## src/rtl/updown_mod_counter.sv

```systemverilog
// updown_mod_counter: up/down counter over 0..limit with load, wrap or saturate at the bounds, and boundary pulses
module updown_mod_counter #(
    parameter int WIDTH    = 4,
    parameter bit SATURATE = 1'b0
) (
    input  logic             clk,
    input  logic             rst,
    input  logic             en,
    input  logic             up_down,
    input  logic             load,
    input  logic [WIDTH-1:0] load_val,
    input  logic [WIDTH-1:0] limit,
    output logic [WIDTH-1:0] q,
    output logic             at_max,
    output logic             at_zero,
    output logic             ovf,
    output logic             unf
);
    logic [WIDTH-1:0] load_clamp, up_nxt, dn_nxt, q_nxt;
    logic             up_bnd, dn_bnd, cnt, ovf_nxt, unf_nxt;
    // q may sit above limit after a limit change, so the up boundary is >=, not ==
    always_comb begin
        load_clamp = (load_val > limit) ? limit : load_val;
        up_bnd     = q >= limit;
        dn_bnd     = q == '0;
        up_nxt     = up_bnd ? (SATURATE ? limit : '0) : q + WIDTH'(1);
        dn_nxt     = dn_bnd ? (SATURATE ? '0 : limit) : q - WIDTH'(1);
        cnt        = !load && en;
        q_nxt      = load ? load_clamp : !en ? q : up_down ? up_nxt : dn_nxt;
        ovf_nxt    = cnt && up_down && up_bnd;
        unf_nxt    = cnt && !up_down && dn_bnd;
    end
    always_ff @(posedge clk) begin
        if (!rst) begin
            q   <= '0;
            ovf <= 1'b0;
            unf <= 1'b0;
        end else begin
            q   <= q_nxt;
            ovf <= ovf_nxt;
            unf <= unf_nxt;
        end
    end
    assign at_max  = q == limit;
    assign at_zero = q == '0;
endmodule

```

## config.mk

```make
export PLATFORM = sky130hd
export DESIGN_NAME = updown_mod_counter
export DESIGN_NICKNAME = d
export VERILOG_FILES = /design/src/rtl/updown_mod_counter.sv
export SDC_FILE = /design/constraint.sdc
export NUM_CORES = 1
export LEC_CHECK = 0
export CAP_MARGIN = 5
export CORE_AREA = 2 2 43 45
export CTS_BUF_LIST = sky130_fd_sc_hd__clkbuf_8 sky130_fd_sc_hd__clkbuf_16
export CTS_CLUSTER_SIZE = 40
export DETAILED_ROUTE_END_ITERATION = 12
export DIE_AREA = 0 0 45 47
export GPL_ROUTABILITY_DRIVEN = 0
export PLACE_DENSITY = 0.71
export REMOVE_ABC_BUFFERS = 1
export SLEW_MARGIN = 40
export SYNTH_ARGS = -nofsm -noshare
export SYNTH_HDL_FRONTEND = slang
export SYNTH_SLANG_ARGS = --single-unit
```

## constraint.sdc

```tcl
create_clock -name clk -period 3.3 [get_ports clk]
set_input_delay 0.66 -clock clk [delete_from_list [all_inputs] [get_ports clk]]
set_output_delay 0.66 -clock clk [all_outputs]
set_load 0.02 [all_outputs]
```

---- Word-level counts from Yosys, hierarchy flattened ----
Cells that the tools add are included.
operators by class
  $add $sub $neg .......................... 2
  $lt $le $gt $ge ......................... 2
  equal/unequal tests ..................... 1
  muxes and demuxes ....................... 6
  reduce and logical (&&, ||, !) cells .... 9
operators with widths
  operator             number
  $mux 4               6
  $logic_and 1x1->1    5
  $add 4x1->4 const B  1
  $eq 4x4->1           1
  $ge 4x4->1           1
  $gt 4x4->1           1
  $logic_not 4->1      1
  $sub 4x1->4 const B  1
  $logic_not 1->1      2
  $reduce_bool 2->1    1
word-level totals
  bits in registers ....................... 6
  input port bits ......................... 13
  output and inout port bits .............. 8
  word-level logic and storage cells ...... 23

---- Logic depth before layout (Yosys ltp) ----
  depth in word-level cells ............... 5
  mapped depth ............................ 7
  depth with buffers taken out ............ 7

---- Worst setup path after synthesis ----
Ideal clock, no wire load.
  kind .................................... input -> output
  from .................................... input port limit[1]
  to ...................................... output port at_max
  data arrival time ....................... 1.275 ns
  data required time ...................... 2.640 ns
  path slack .............................. 1.365 ns
  stages .................................. 3
  path buffers ............................ 0
  path through ............................ inv_1 ha_1 and4_1
between the ends
  word-level cells in the longest chain between the ends .. 1
RTL lines
  element             RTL line  RTL
  start: declaration  12        input logic [WIDTH-1:0] limit,
  $eq 4x4->1          44        assign at_max = q == limit;
  end: declaration    14        output logic at_max,
No other way between the ends.

---- Worst setup path in the final report ----
  from .................................... input port limit[3]
  to ...................................... output port at_max
Same word-level chain as after synthesis.

==> results.json <==
{
  "hold_end": "q[0]",
  "startpoint_type": "primary input",
  "critPathSlowestCell": "clkdlybuf4s50_1",
  "core_area_um2": 1650,
  "hp-start": "q[0]",
  "fp-row-count": 15,
  "required_ps": 2640,
  "rsz0062_at_grt": "no",
  "crit_top_cell": "clkdlybuf4s50_1",
  "syn_avg_cell_area_um2": 8.50,
  "yosys.area_share.xor_xnor_pct": 2.64,
  "track_usage_pct": 18.6,
  "post-route-period-util_pct": 90.7,
  "path_clk_slew_ps": 30,
  "overflow": 0,
  "io_pins": 21,
  "wl_per_cell_um": 14.5,
  "synth-simple-area-share_pct": 21.7,
  "r2r_cells": 5,
  "fin_setup_tns_ps": 0,
  "ant_nets": 0,
  "clock_latency_ps": 220,
  "drv_slew": 0,
  "synth-main-ff-cell": "dfxtp_1",
  "path_cells": "clkdlybuf4s50_1, inv_1, ha_1, and4_1, clkdlybuf4s50_1",
  "grt_max_degree": 11,
  "finalHoldViolCount": 0,
  "grt_pass1_wl_um": 2810,
  "crit_arrival_ps": 2330,
  "die_w_um": 45,
  "wirelength_um": 1680,
  "yosysWarnings": 0,
  "hold_ws_ps": 662,
  "cts_tree": "done",
  "syn_to_final_growth_pct": 37.2,
  "cts_max_path_buffers": 2,
  "port_buffers": 20,
  "antenna_found_initial": 0,
  "start_util_pct": 40.2,
  "fin_nets": 124,
  "drv_cap": 0,
  "slew-limit-headroom_pct": 69.2,
  "endpoint_kind": "output pin",
  "synth.cell_area_um2": 663,
  "viasPerCell": 5.84,
  "postSynth.asyncResetShare_pct": 0,
  "ctsResizeCount": 0,
  "worstHoldPathType": "flop to flop",
  "cts_inserted_buffers": 3,
  "dieHeight_um": 47,
  "hold_depth": 2,
  "fmax_ghz": 0.334,
  "outcome": "complete, no violations",
  "synth-edff-count": 0,
  "hold_buffers": 0,
  "num_vias": 678,
  "firstDrtPassIters": 4,
  "drtIter0Drc": 10,
  "cts_setup_buffers": 0,
  "ir_drop_mv": 0.158,
  "fp.dieArea_um2": 2120,
  "clock-sinks": 6,
  "p_leak_nw": 0.382,
  "cts.root.buffer_cell": "clkbuf_8",
  "worst_pin_slew_ps": 462,
  "synth-seq-area-share_pct": 18.1,
  "synth_mux_area_share_pct": 8.30,
  "rr_endpoint": "q[2]",
  "synth_compound_area_share_pct": 23.4,
  "p_per_area_nw_per_um2": 377,
  "drc": 0,
  "grt_pass1_vias": 619,
  "diodes": 0,
  "ys_ff_latch": 6,
  "n_fill_cell": 162,
  "htreeDepth": 1,
  "worstReg2RegStart": "q[2]",
  "synth_cell_types": 35,
  "synth_top_family_by_area": "compound AO/OA/AOI/OAI gates",
  "final_layout_size_suffix_gt1_share_pct": 7.07,
  "r2r_setup_slack_ps": 1400,
  "synthCells": 78,
  "fin_skew_ps": 1.01,
  "worst-setup-path-type": "primary input to output pin",
  "crit_fanout": 3,
  "dp_hpwl_um": 1400,
  "setup_viol": 0,
  "min_period_ps": 2990,
  "slowest_delay_ps": 600,
  "synthAdderAreaFrac_pct": 18.9
}
stage by stage:
step / util, % / power (mW) / cells / instance area, µm² / setup WS [ps]
3_5_place_dp: 52.6 / 0.234 / 113 / 868 / 311
3_3_place_gp: 52.6 / 0.230 / 113 / 868 / 323
2_1_floorplan: - / 0.176 / 76 / 647 / 1370
6_report: 55.1 / 0.343 / 116 / 910 / 307
5_1_grt: 55.1 / 0.366 / 116 / 910 / 239
4_1_cts: 55.1 / 0.346 / 116 / 910 / 297
synthesized netlist by cell type (2+ instances only):
cell type	count	area [µm²]
nor3_1	3	15.0
a21oi_1	2	10.0
o21ai_0	8	40.0
o2111ai_1	2	17.5
a22oi_1	2	15.0
and4_1	2	17.5
inv_1	8	30.0
o211ai_1	2	15.0
mux2i_1	4	40.0
nand2_1	5	18.8
nand4_1	2	12.5
dfxtp_1	6	120
ha_1	10	125
report_power, final:
part	switching, mW	total [mW]	internal, mW
Combinational	0.0657	0.138	0.0719
Clock	0.0324	0.111	0.0784
Sequential	0.0157	0.0946	0.0789
Total	0.114	0.343	0.229
routing by layer:
| metal | vias to the layer above | track usage (%) | part of all wire [%] |
|---|---|---|---|
| met1 | 314 | 23.6 | 43 |
| met3 | 5 | 2.31 | 4.9 |
| li1 | 337 | - | - |
| met4 | 0 | 10.6 | 2.1 |
| met2 | 22 | 30.6 | 50 |
| met5 | - | 0 | 0 |
cell type report:
cell class / instances / area (µm²) / share of cell area (%)
multi-input cells: 62 / 497 / 54.6
repair buffers: 20 / 200 / 22.0
flip-flops and latches: 6 / 120 / 13.2
clock buffers: 3 / 41.3 / 4.54
inverters: 8 / 30.0 / 3.30
well taps: 17 / 21.3 / 2.34
placed cells by master (no fill, tap or decap), types with 2 or more instances in the layout:
cell	synthesis	routed
clkdlybuf4s50_1	0	20
ha_1	10	10
inv_1	8	8
o21ai_0	8	8
dfxtp_1	6	6
nand2_1	5	5
mux2i_1	4	4
nor3_1	3	3
clkbuf_8	0	3
and4_1	2	2
o2111ai_1	2	2
nand4_1	2	2
o211ai_1	2	2
a21oi_1	2	2
a22oi_1	2	2
registers in the layout (all words and copies together), names as in the netlist:
register  count
q             4
unf           1
ovf           1
how the worst max path moves through the flow:
stage	start	endpoint	slack, ps	depth (start not counted)
floorplan	limit[1]	at_max	1370	3
global placement	limit[3]	at_max	320	5
detailed placement	limit[3]	at_max	310	5
CTS	limit[2]	at_max	300	5
global route	limit[2]	at_max	240	5
finish	limit[3]	at_max	310	5
logic make-up after synthesis:
logic type	Yosys count
AO/OA/AOI/OAI	23
XOR/XNOR	2
adder cells (fa/ha/maj)	10
AND/OR/NAND/NOR	22
flip-flops	6
buffers and inverters	10
multiplexers	5
worst max-delay path, delay by kind of cell:
| kind | cells | cell delay, ps |
|---|---|---|
| fa+ha+maj | 1 | 300 |
| buf+inv | 3 | 1190 |
| simple gates | 1 | 190 |
Note: power is estimated with default switching activity, not from simulation.
